==> config.mk <==
export PLATFORM = sky130hd
export DESIGN_NAME = egress_tx_arb
export DESIGN_NICKNAME = d
export VERILOG_FILES = /design/src/rtl/egress_tx_arb.sv
export SDC_FILE = /design/constraint.sdc
export NUM_CORES = 1
export LEC_CHECK = 0
export BUFFER_PORTS_ARGS = -buffer_cell sky130_fd_sc_hd__clkbuf_2
export CAP_MARGIN = 0
export CORE_AREA = 8 8 125 127
export DETAILED_ROUTE_END_ITERATION = 12
export DIE_AREA = 0 0 133 135
export PLACE_DENSITY = 0.89
export SYNTH_ARGS = -nofsm -noshare
export SYNTH_HDL_FRONTEND = slang
export SYNTH_SLANG_ARGS = --single-unit
==> constraint.sdc <==
create_clock -name clk -period 4.3 [get_ports clk]
set_input_delay 0.215 -clock clk [delete_from_list [all_inputs] [get_ports clk]]
set_output_delay 0.215 -clock clk [all_outputs]
set_load 0.02 [all_outputs]
==> src/rtl/egress_tx_arb.sv <==
// -----------------------------------------------------------------------------
// egress_tx_arb
//
// Packet-granular round-robin arbiter sharing the single PCIe transmit AXIS
// datapath among N_REQ internal TLP sources. A grant is held from the first
// beat of a packet until that packet's tlast beat is accepted, so TLPs are
// never interleaved. The output stage is a single register slice carrying
// sop/eop/tkeep in the same format the ingress side produces.
//
// Ports
//   clk               system clock (single domain)
//   rst               synchronous, active-high reset
//   s_axis_tvalid     per-requester beat valid                     [N_REQ]
//   s_axis_tready     per-requester ready, at most one bit high    [N_REQ]
//   s_axis_tdata      requester i at [i*DATA_W +: DATA_W]          [N_REQ*DATA_W]
//   s_axis_tkeep      requester i at [i*KEEP_W +: KEEP_W]          [N_REQ*KEEP_W]
//   s_axis_tlast      per-requester end-of-packet flag             [N_REQ]
//   m_axis_tx_tready  downstream ready
//   m_axis_tx_tvalid  output beat valid
//   m_axis_tx_tdata   output data                                  [DATA_W]
//   m_axis_tx_tkeep   output byte enables                          [KEEP_W]
//   m_axis_tx_sop     first beat of packet
//   m_axis_tx_eop     last beat of packet
//   arb_grant         one-hot current grant, zero when idle        [N_REQ]
//   arb_busy          high while a packet is being forwarded
//   tx_pkt_cnt        eop beats accepted downstream, wraps         [32]
// -----------------------------------------------------------------------------
module egress_tx_arb #(
    parameter int N_REQ  = 3,
    parameter int DATA_W = 64,
    parameter int KEEP_W = DATA_W / 8
) (
    input  logic                      clk,
    input  logic                      rst,
    input  logic [N_REQ-1:0]          s_axis_tvalid,
    output logic [N_REQ-1:0]          s_axis_tready,
    input  logic [N_REQ*DATA_W-1:0]   s_axis_tdata,
    input  logic [N_REQ*KEEP_W-1:0]   s_axis_tkeep,
    input  logic [N_REQ-1:0]          s_axis_tlast,
    input  logic                      m_axis_tx_tready,
    output logic                      m_axis_tx_tvalid,
    output logic [DATA_W-1:0]         m_axis_tx_tdata,
    output logic [KEEP_W-1:0]         m_axis_tx_tkeep,
    output logic                      m_axis_tx_sop,
    output logic                      m_axis_tx_eop,
    output logic [N_REQ-1:0]          arb_grant,
    output logic                      arb_busy,
    output logic [31:0]               tx_pkt_cnt
);

    localparam int IDX_W = (N_REQ > 1) ? $clog2(N_REQ) : 1;
    localparam logic [IDX_W-1:0] LAST_IDX = IDX_W'(N_REQ - 1);

    typedef enum logic [0:0] {
        ST_IDLE = 1'b0,
        ST_BUSY = 1'b1
    } state_t;

    state_t              state_r;
    state_t              state_nxt_s;
    logic [IDX_W-1:0]    last_grant_r;
    logic [IDX_W-1:0]    grant_idx_r;
    logic                first_beat_r;

    logic [IDX_W-1:0]    pick_idx_s;
    logic                pick_found_s;
    logic                out_free_s;
    logic                in_hs_s;
    logic                out_hs_s;
    logic [DATA_W-1:0]   in_data_s;
    logic [KEEP_W-1:0]   in_keep_s;
    logic                in_last_s;

    // Index reached by stepping 'step' positions upward from 'base' with wrap.
    // step is at most N_REQ and base below N_REQ, so one subtraction suffices.
    function automatic logic [IDX_W-1:0] rr_step(input logic [IDX_W-1:0] base,
                                                 input int               step);
        int sum_v;
        sum_v = int'(base) + step;
        if (sum_v >= N_REQ) begin
            sum_v = sum_v - N_REQ;
        end else begin
            sum_v = sum_v;
        end
        return IDX_W'(sum_v);
    endfunction

    // One-hot vector for a requester index.
    function automatic logic [N_REQ-1:0] idx_to_onehot(input logic [IDX_W-1:0] idx);
        logic [N_REQ-1:0] oh_v;
        oh_v = '0;
        for (int i = 0; i < N_REQ; i++) begin
            if (idx == IDX_W'(i)) begin
                oh_v[i] = 1'b1;
            end else begin
                oh_v[i] = 1'b0;
            end
        end
        return oh_v;
    endfunction

    // Round-robin search: first valid requester from last_grant+1 upward.
    always_comb begin
        pick_idx_s   = last_grant_r;
        pick_found_s = 1'b0;
        for (int k = 1; k <= N_REQ; k++) begin
            if (!pick_found_s && s_axis_tvalid[rr_step(last_grant_r, k)]) begin
                pick_idx_s   = rr_step(last_grant_r, k);
                pick_found_s = 1'b1;
            end else begin
                pick_found_s = pick_found_s;
            end
        end
    end

    // Select the granted requester's beat fields.
    always_comb begin
        in_data_s = '0;
        in_keep_s = '0;
        in_last_s = 1'b0;
        for (int i = 0; i < N_REQ; i++) begin
            if (grant_idx_r == IDX_W'(i)) begin
                in_data_s = s_axis_tdata[i*DATA_W +: DATA_W];
                in_keep_s = s_axis_tkeep[i*KEEP_W +: KEEP_W];
                in_last_s = s_axis_tlast[i];
            end else begin
                in_data_s = in_data_s;
                in_keep_s = in_keep_s;
                in_last_s = in_last_s;
            end
        end
    end

    // The output slot can take a beat when empty or draining this cycle;
    // this keeps a combinational path from downstream ready to tready.
    always_comb begin
        out_free_s = ~m_axis_tx_tvalid | m_axis_tx_tready;
        out_hs_s   = m_axis_tx_tvalid & m_axis_tx_tready;
        if (state_r == ST_BUSY) begin
            s_axis_tready = arb_grant & {N_REQ{out_free_s}};
        end else begin
            s_axis_tready = '0;
        end
        in_hs_s = |(s_axis_tready & s_axis_tvalid);
    end

    // Next-state logic: arbitrate in IDLE, leave BUSY on the accepted tlast beat.
    always_comb begin
        state_nxt_s = state_r;
        case (state_r)
            ST_IDLE: begin
                if (pick_found_s) begin
                    state_nxt_s = ST_BUSY;
                end else begin
                    state_nxt_s = ST_IDLE;
                end
            end
            ST_BUSY: begin
                if (in_hs_s && in_last_s) begin
                    state_nxt_s = ST_IDLE;
                end else begin
                    state_nxt_s = ST_BUSY;
                end
            end
            default: begin
                state_nxt_s = ST_IDLE;
            end
        endcase
    end

    // State register.
    always_ff @(posedge clk) begin
        if (rst) begin
            state_r <= ST_IDLE;
        end else begin
            state_r <= state_nxt_s;
        end
    end

    // Grant bookkeeping: capture winner in IDLE, release it on the tlast beat.
    // last_grant resets to the top index so requester 0 wins first.
    always_ff @(posedge clk) begin
        if (rst) begin
            last_grant_r <= LAST_IDX;
            grant_idx_r  <= '0;
            arb_grant    <= '0;
            arb_busy     <= 1'b0;
            first_beat_r <= 1'b0;
        end else begin
            case (state_r)
                ST_IDLE: begin
                    if (pick_found_s) begin
                        grant_idx_r  <= pick_idx_s;
                        arb_grant    <= idx_to_onehot(pick_idx_s);
                        arb_busy     <= 1'b1;
                        first_beat_r <= 1'b1;
                    end
                end
                ST_BUSY: begin
                    if (in_hs_s) begin
                        first_beat_r <= 1'b0;
                        if (in_last_s) begin
                            arb_grant    <= '0;
                            arb_busy     <= 1'b0;
                            last_grant_r <= grant_idx_r;
                        end
                    end
                end
                default: begin
                    arb_grant <= '0;
                    arb_busy  <= 1'b0;
                end
            endcase
        end
    end

    // Output register slice: load on input handshake (reload wins over drain),
    // otherwise empty on downstream handshake; fields hold while stalled.
    always_ff @(posedge clk) begin
        if (rst) begin
            m_axis_tx_tvalid <= 1'b0;
            m_axis_tx_tdata  <= '0;
            m_axis_tx_tkeep  <= '0;
            m_axis_tx_sop    <= 1'b0;
            m_axis_tx_eop    <= 1'b0;
        end else if (in_hs_s) begin
            m_axis_tx_tvalid <= 1'b1;
            m_axis_tx_tdata  <= in_data_s;
            m_axis_tx_tkeep  <= in_keep_s;
            m_axis_tx_sop    <= first_beat_r;
            m_axis_tx_eop    <= in_last_s;
        end else if (out_hs_s) begin
            m_axis_tx_tvalid <= 1'b0;
        end
    end

    // Packet counter: one per eop beat accepted downstream, free-running wrap.
    always_ff @(posedge clk) begin
        if (rst) begin
            tx_pkt_cnt <= 32'd0;
        end else if (out_hs_s && m_axis_tx_eop) begin
            tx_pkt_cnt <= tx_pkt_cnt + 32'd1;
        end
    end

endmodule
* Word level (Yosys, flattened, before mapping) *
Index checks and enable logic that the tools add are counted.

operators by class
  add/sub/neg operators = 7
  bitwise logic cells = 6
  eq/ne operators = 7
  divide/modulo/power cells = 0
  magnitude comparators = 6
  multipliers = 0
  mux-type cells = 43
  shift operators = 0
  reductions and logical operators = 14

operators by type and width
  operator                 number
  $mux W64                 3
  $add A32 B1 Y32 const B  1
  $mux W8                  3
  $mux W1                  20
  $mux W2                  6
  $mux W3                  4
  $ge A3 B2 Y1 const B     3
  $lt A2 B3 Y1 const B     3
  $add A2 B2 Y3 const B    2
  $and A3 B3 Y3            2
  $bmux W1 S2              3
  $pmux W1 S2              3
  $pmux W3 S2              1
  $reduce_and A3 Y1        2
  $sub A2 B2 Y2 const B    3
  $eq A2 B1 Y1 const B     2
  $eq A2 B2 Y1 const B     2
  $logic_and A1 B1 Y1      4
  $logic_not A2 Y1         2
  $ne A2 B1 Y1 const B     2
  $reduce_and A2 Y1        2
  $add A2 B1 Y3 const B    1
  $reduce_or A3 Y1         1
  $logic_not A1 Y1         2
  other kinds (5)          6

word-level totals
  memories = 0
  RAM bits = 0
  bits in read-only memories = 0
  bits in latches = 0
  flip-flop bits (word level) = 117
  word-level logic and storage cells = 95

* Logic depth before layout (Yosys ltp) *
Gate-level depths: netlist of run 1.

  depth in word-level cells = 16
  depth in mapped cells = 8
  mapped depth without buffers = 7

* Worst setup path before layout of run 1 *
No wires, ideal clock.

  path type = register to register
  from = register last_grant_r[0]
  to = register arb_grant[0]
  path buffers = 1
  required time = 4.184 ns
  stages on the path, launching flop included = 9
  slack = 2.279 ns
  arrival time = 1.905 ns
  path through = dfxtp_1 inv_1 ha_1 clkbuf_1 or3b_2 o211ai_1 a31oi_1 and2_1 a31o_2

between the ends
  word-level cells in the longest chain between the ends = 16
  elaborated cells on any way between the ends = 34
  those cells by class = add/sub: 6; order compare: 3; eq/ne: 1; mux: 18; reduce/logical: 6

RTL lines
  item                                                  RTL line  source
  start: declaration                                    61        logic [IDX_W-1:0] last_grant_r;
  start signal: assignment                              205       last_grant_r <= grant_idx_r;
  $add A2 B1 Y3                                         79        sum_v = int'(base) + step;
  $ge A3 B2 Y1 / $sub A2 B2 Y2 (equally long branches)  80, 81
  $mux W2                                               80        if (sum_v >= N_REQ) begin
  $bmux W1 S2                                           107       if (!pick_found_s && s_axis_tvalid[rr_step(last_grant_r, k)]) begin
  $mux W1 (not written as such)                         107
  $mux W1                                               107
  $logic_not A1 Y1                                      107
  $logic_and A1 B1 Y1                                   107
  $mux W1                                               107
  $logic_not A1 Y1                                      107
  $logic_and A1 B1 Y1                                   107
  $mux W2                                               107
  $logic_not A2 Y1                                      93        if (idx == IDX_W'(i)) begin
  $mux W1                                               93
  $mux W3                                               192       if (pick_found_s) begin
  $pmux W3 S2                                           190       case (state_r)
  end signal: assignment                                194       arb_grant <= idx_to_onehot(pick_idx_s);
  end: declaration                                      46        output logic [N_REQ-1:0] arb_grant,

Several ways; a longest one is shown, not always the timed one. The select of a mux whose other input is x is not followed.
A chain may end at the register's enable or synchronous reset.

* Worst setup path after layout of run 1 *
  from = register grant_idx_r[1]
  to = register m_axis_tx_tdata[52]

between the ends
  word-level cells in the longest chain between the ends = 4
  elaborated cells on any way between the ends = 6
  those cells by class = eq/ne: 2; mux: 3; reduce/logical: 1

RTL lines
  item                      RTL line  source
  start: declaration        62        logic [IDX_W-1:0] grant_idx_r;
  start signal: assignment  193       grant_idx_r <= pick_idx_s;
  $logic_not A2 Y1          122       if (grant_idx_r == IDX_W'(i)) begin
  $mux W64 (2 in a row)     122
  $mux W64 (*)              122
  end signal: assignment    228       m_axis_tx_tdata <= in_data_s;
  end: declaration          42        output logic [DATA_W-1:0] m_axis_tx_tdata,

Every way passes the cells marked *; elsewhere a longest branch is shown, timed or not.

==> results of run 1 <==
metrics by stage:
step	cells	setup slack [ns]	power (mW)
after global routing	1235	1.85	3.47
after CTS	1235	1.96	3.34
final	1235	2.06	3.31
after global placement	1203	2.08	1.90
after floorplan	739	2.28	1.66
after detailed placement	1203	2.01	1.92
critical path, delay by kind of cell (launching register included):
| kind | cells | cell delay (ns) |
|---|---|---|
| buf+inv | 1 | 0.52 |
| simple gates | 1 | 0.70 |
| compound gates | 2 | 0.42 |
| flops | 1 | 0.51 |
power groups by stage:
stage / Combinational (mW) / Clock (mW) / Sequential, mW
2_1_floorplan: 0.356 / 0 / 1.30
3_3_place_gp: 0.668 / 0 / 1.23
3_5_place_dp: 0.680 / 0 / 1.23
4_1_cts: 0.683 / 1.44 / 1.21
5_1_grt: 0.746 / 1.50 / 1.22
6_report: 0.678 / 1.42 / 1.21
metal layers:
| layer | vias to the layer above | part of all wire, % |
|---|---|---|
| met3 | 32 | 8.1 |
| met2 | 265 | 51 |
| li1 | 3230 | - |
| met4 | 0 | 2.1 |
| met5 | - | 0 |
| met1 | 3012 | 39 |
cell families after synthesis:
| group | share of synthesized area, % |
|---|---|
| and+or+nand+nor | 20.1 |
| AOI/OAI and AO/OA | 18.8 |
| DFF | 38.9 |
| muxes | 12.8 |
| buffers and inverters | 4.67 |
| xor gates and xnor gates | 3.93 |
| adders and majority gates | 0.831 |
state kept, by name, summed over array words and instances, names as in the netlist:
register	cells
m_axis_tx_tdata	64
arb_busy	1
m_axis_tx_tkeep	8
m_axis_tx_tvalid	1
m_axis_tx_sop	1
state_r	1
first_beat_r	1
grant_idx_r	2
last_grant_r	2
arb_grant	3
tx_pkt_cnt	32
m_axis_tx_eop	1
path summary, 6_finish.rpt:
| kind | end | slack (ns) | cells past startpoint |
|---|---|---|---|
| worst max register to register | m_axis_tx_tdata[52]$_SDFFE_PP0P_ | 2.06 | 4 |
| worst min-delay path | m_axis_tx_tdata[22]$_SDFFE_PP0P_ | 0.11 | 3 |
| worst min register to register | first_beat_r$_SDFFE_PP0P_ | 0.45 | 2 |
| worst max-delay path | m_axis_tx_tdata[52]$_SDFFE_PP0P_ | 2.06 | 4 |
area by class of cell:
type                       instances  area (sq um)  area share [%]
multi-input combinational        553          3410            40.8
timing repair buffer             344          1750            20.9
clock inverter                    14           159            1.90
tap                              180           225            2.69
sequential                       117          2350            28.1
inverter                           9          33.8           0.404
clock buffer                      18           439            5.25
cell usage in the layout, fill, tap and decap left out, types with 6 or more instances in the layout:
master,n
xor2_1,22
buf_4,6
dfxtp_1,115
clkinv_2,6
o21ai_0,9
nand2_1,20
clkbuf_16,17
nand4_1,13
nand3_1,13
and3_1,10
a211oi_1,73
inv_1,9
clkbuf_2,337
nor2_1,180
a21oi_1,81
mux2i_1,76
==> flow_summary.yaml, run 1 <==
synthesis:
  synth_area_sq_mm: 0.00602
  yosys.cell_count.top_type: "nor2_1"
  ys_top_cells_by_area: "dfxtp_1, mux2i_1, nor2_1"
  synth_edf_count: 0
  synth.avg_cell_area_sq_um: 8.15
  syn_inst: 739
  synth_common_cells: "nor2_1, dfxtp_1, a21oi_1, mux2i_1, a211oi_1"
  ys_seq_elements: 117
  synth_warnings: 0
  synth_top_cell_area_share_pct: 38.9
  synth_seq_area_share_pct: 38.9
  syn-num-nets: 968
  synth_top_flop_cell: "dfxtp_1"
  synth-async-reset-ratio_pct: 0
  synth.distinct_cells: 50
  yosysTopAreaCell: "dfxtp_1"
cts:
  numCtsBuffers: 17
  clock_latency_ns: 0.42
  root_buffer: "clkbuf_16"
  clock_tree.buffer_depth: 2
  cts_resized: 0
  clk_pin_slew_ns: 0.05
  htreeDepth: 4
  post-cts-setup-buffer-count: 0
  cts_tree: "done"
  hold_buffers: 0
  numClockSinks: 117
critical_path:
  r2r-start: "grant_idx_r[1]$_SDFFE_PP0P_"
  cp.arrival_ns: 2.56
  crit_fanout: 40
  critical_path_class: "reg -> reg"
  crit_path_cell_trace: "nor2b_4 > buf_4 > a21oi_1 > a211oi_1"
  slowest_delay_ns: 0.70
  crit_start: "grant_idx_r[1]$_SDFFE_PP0P_"
  critPathLaunchType: "flip-flop"
  critPathCaptureType: "flip-flop"
  cp.required_ns: 4.61
  cp_slowest_cell: "nor2b_4"
drt:
  drc: 0
  drt_wl_total_mm: 21.1
  viasPerCell: 5.29
  drtIter0Drc: 359
  dr_total_vias: 6539
  wl_per_cell_microns: 17.1
  antenna_left: 0
  dr.pass1.iters: 5
timing:
  fmax_mhz: 446
  finalSetupViolations: 0
  whs_ns: 0.107
  fin_skew_ns: 0.0193
  rsz0062_at_grt: "false"
  tightest_slew_ns: 0.814
  layout_worst_path_cycle_share_pct: 52.2
  hold_viol: 0
  drv_slew: 0
  slew_headroom_pct: 45.7
  tns_ns: 0
  layout_min_cycle_time_ns: 2.24
floorplan:
  initial_core_util_pct: 44.2
  die_area_sq_mm: 0.0180
  core-area_sq_mm: 0.0136
  die_y_microns: 135
  core.rowCount: 43
  dieWidth_microns: 133
  ioPinCount: 339
global_route:
  grt_pass1_vias: 6399
  grt_use_total_pct: 22.4
  grt_start_max_net_pins: 146
  gr-total-overflow: 0
  top_usage_layer: "met2"
  grt_pass1_wl_mm: 32.7
  grt_use_met3_pct: 7.95
  grt_util_met2_pct: 38.9
  grt_use_met1_pct: 24.4
  antenna_found_initial: 0
power:
  power.switching_mw: 0.959
  intPower_mw: 2.35
  ir_drop_mv: 0.252
  p_sw_share_pct: 29.0
  pwr-share-comb_pct: 20.5
  power.density_mw_per_mm2: 396
  pwr-share-clk_pct: 42.9
  seqPwrFrac_pct: 36.6
  p_leak_nw: 3.76
finish:
  post-route-util_pct: 61.5
  drive_above_1_share_pct: 37.0
  antenna_cells: 0
  syn_to_final_growth_pct: 38.9
  nets: 1271
  fillers: 1156
  stdcell_area_sq_mm: 0.00837
min_path:
  min_path_type: "in -> reg"
  hold_path.startpoint: "s_axis_tdata[86]"
place:
  place_hpwl_mm: 15.9
  gp_congestion: 0.880
  port_buffers: 338
  placed_cell_area_sq_mm: 0.00777
job:
  max_cap_viol_count: 0
outcome:
  status: "complete, no violations"
No activity file was read; power rests on OpenSTA's default activity.
==> run 2: changes to the inputs <==
CORE_AREA = unset   (was 8 8 125 127)
CORE_ASPECT_RATIO = 1.25   (was unset)
CORE_MARGIN = 8   (was unset)
CORE_UTILIZATION = 40   (was unset)
DIE_AREA = unset   (was 0 0 133 135)
PLACE_DENSITY = 0.85   (was 0.89)
clock period = 1.8 ns   (was 4.3 ns; I/O delays follow)
==> run 2 against run 1 <==
- the run now ends with setup timing left
- global-route usage about the same
- combinational power grew to 2.8 times the previous value
- highest routed layer is now met5
- cell area increased by 10%
- count of clock-buffer cells in the layout is 1 higher
- utilization increased by 0.84 points
- total power rose by 150%
- critical endpoint is now arb_grant[0]$_SDFFE_PP0P_
- worst setup slack worse by 2.1 ns
- sequential share of layout area is 2.5 points lower
==> flow_summary.yaml, run 2 (synthesized netlist as in run 1, its figures left out) <==
critical_path:
  crit_family: "compound AO/OA/AOI/OAI gates"
  slowest_delay_ns: 0.37
  r2r_slack_ns: -0.03
  reg2reg_to: "arb_grant[0]$_SDFFE_PP0P_"
  r2r_cells: 7
  cp_slowest_cell: "dfxtp_4"
  crit_buf_inv: 1
  cp.required_ns: 2.10
  critPathCaptureType: "flip-flop"
  crit_path_cell_trace: "inv_4 > ha_4 > nand2b_1 > a32o_2 > a221oi_4 > o31ai_4 > a31o_2"
  r2r-start: "last_grant_r[0]$_SDFFE_PP0P_"
  cp.arrival_ns: 2.13
  critPathLaunchType: "flip-flop"
  crit_fanout: 6
  critical_path_class: "reg -> reg"
floorplan:
  die_y_microns: 153
  core-area_sq_mm: 0.0148
  ioPinCount: 339
  dieWidth_microns: 126
  initial_core_util_pct: 40.6
  core.rowCount: 50
  die_area_sq_mm: 0.0193
min_path:
  min_to: "m_axis_tx_tdata[53]$_SDFFE_PP0P_"
  hold_path.startpoint: "s_axis_tdata[117]"
  min_path_type: "in -> reg"
  hold_path_depth: 3
cts:
  root_buffer: "clkbuf_16"
  htreeDepth: 4
  clock_tree.buffer_depth: 2
  cts_tree: "done"
  numClockSinks: 117
  clk_pin_slew_ns: 0.05
  numCtsBuffers: 17
  clock_latency_ns: 0.42
power:
  ir_drop_mv: 0.467
  p_total_mw: 8.16
  p_leak_nw: 4.17
  power.density_mw_per_mm2: 883
place:
  port_buffers: 338
  place_hpwl_mm: 16.9
  placed_cell_area_sq_mm: 0.00805
  gp_congestion: 0.880
  pre_cts_ws_ns: -0.202
  dp.cells: 1233
outcome:
  violations: "setup timing"
  status: "finished, violations left"
finish:
  layout_common_cells: "clkbuf_2, nor2_1, dfxtp_1, a21oi_1, mux2i_1"
  ff_latch_area_sq_mm: 0.00236
  top_register: "m_axis_tx_tdata"
  fillers: 1210
  largest_register_ffs: 64
  antenna_cells: 0
  drive_above_1_share_pct: 39.0
  largestRegisters: "m_axis_tx_tdata (64), tx_pkt_cnt (32), m_axis_tx_tkeep (8)"
  layout_commonest_cell: "clkbuf_2"
  nets: 1347
  multiInputGateArea_sq_mm: 0.00354
  stdcell_area_sq_mm: 0.00924
  layoutNonFillerInstCount: 1313
  syn_to_final_growth_pct: 53.4
drt:
  dr_total_vias: 7003
  wl_per_cell_microns: 17.3
  viasPerCell: 5.33
  drtIter0Drc: 422
  antenna_left: 0
  drt_wl_total_mm: 22.7
  drc: 0
  dr.pass1.iters: 5
timing:
  layout_worst_path_cycle_share_pct: 102
  fmax_mhz: 547
  rsz0062_at_grt: "true"
  hold_viol: 0
  whs_ns: 0.0176
  slew_headroom_pct: 58.5
  drv_slew: 0
  finalSetupViolations: 2
  tightest_slew_ns: 0.623
  fin_skew_ns: 0.0117
  setup_ws_ns: -0.0289
  layout_min_cycle_time_ns: 1.83
job:
  max_cap_viol_count: 0
global_route:
  grt_start_max_net_pins: 61
  grt_pass1_wl_mm: 35.1
  gr-total-overflow: 0
  grt_use_total_pct: 22.4
  antenna_found_initial: 1
  grt_pass1_vias: 7011
## run 2: cell count changes in the layout (fill, tap and decap cells not counted), sizes merged
cell	previous run	this run
buf	7	38
clkbuf	355	356
clkinv	8	7
dlygate4sd3	0	45
## run 2: power by group
group | total (mW) | internal (mW) | switching (mW)
Combinational | 1.87 | 0.800 | 1.07
Sequential | 2.88 | 2.77 | 0.115
Clock | 3.40 | 2.20 | 1.20
Total | 8.16 | 5.77 | 2.39
## run 2: timing repair
item / in CTS / in global routing
resized for setup: 11 / 13
endpoints found under the setup margin: 5 / 43
buffers inserted: 2 / 1
hold buffers: 45 / 0
pin swaps: 4 / 7
endpoints found under the hold margin: 49 / 0
## run 2: stage by stage
stage,setup TNS [ns],utilization (%)
after CTS,0,61.8
after floorplan,0,-
final,-0.0390,62.3
after detailed placement,-0.364,54.3
after global placement,-0.0917,54.3
after global routing,-1.42,62.3
## run 2: per-layer routing
| metal | vias to the layer above | wire, microns | track usage, % |
|---|---|---|---|
| met5 | - | 13 | 0 |
| met4 | 2 | 902 | 12.5 |
| met3 | 72 | 1760 | 7.17 |
| met2 | 327 | 11600 | 39.8 |
| met1 | 3220 | 8410 | 22.9 |
| li1 | 3382 | - | - |
## run 2: worst register-to-register path, delay by kind of cell (launching register included)
family / cells / cell delay (ns)
DFF: 1 / 0.37
AOI/OAI and AO/OA: 4 / 0.95
adders and majority gates: 1 / 0.17
and+or+nand+nor: 1 / 0.17
buffers and inverters: 1 / 0.05
## run 2: cell type report
type | count | area share (%)
timing repair buffer | 420 | 26.8
tap | 182 | 2.47
multi-input combinational | 553 | 38.3
clock inverter | 13 | 1.69
clock buffer | 19 | 4.79
inverter | 9 | 0.393
sequential | 117 | 25.5
## run 2: how the worst max path moves through the flow
stage / to / cells after the start / slack (ns) / from
final: arb_grant[0]$_SDFFE_PP0P_ / 7 / -0.03 / last_grant_r[0]$_SDFFE_PP0P_
after global placement: arb_grant[0]$_SDFFE_PP0P_ / 7 / -0.09 / last_grant_r[0]$_SDFFE_PP0P_
after detailed placement: arb_grant[0]$_SDFFE_PP0P_ / 7 / -0.20 / last_grant_r[0]$_SDFFE_PP0P_
after global routing: m_axis_tx_tkeep[7]$_SDFFE_PP0P_ / 5 / -0.08 / arb_grant[1]$_SDFFE_PP0P_
after CTS: grant_idx_r[1]$_SDFFE_PP0P_ / 8 / 0.006 / last_grant_r[1]$_SDFFE_PP1P_
after floorplan: tx_pkt_cnt[31]$_SDFFE_PP0P_ / 5 / 0.005 / tx_pkt_cnt[3]$_SDFFE_PP0P_
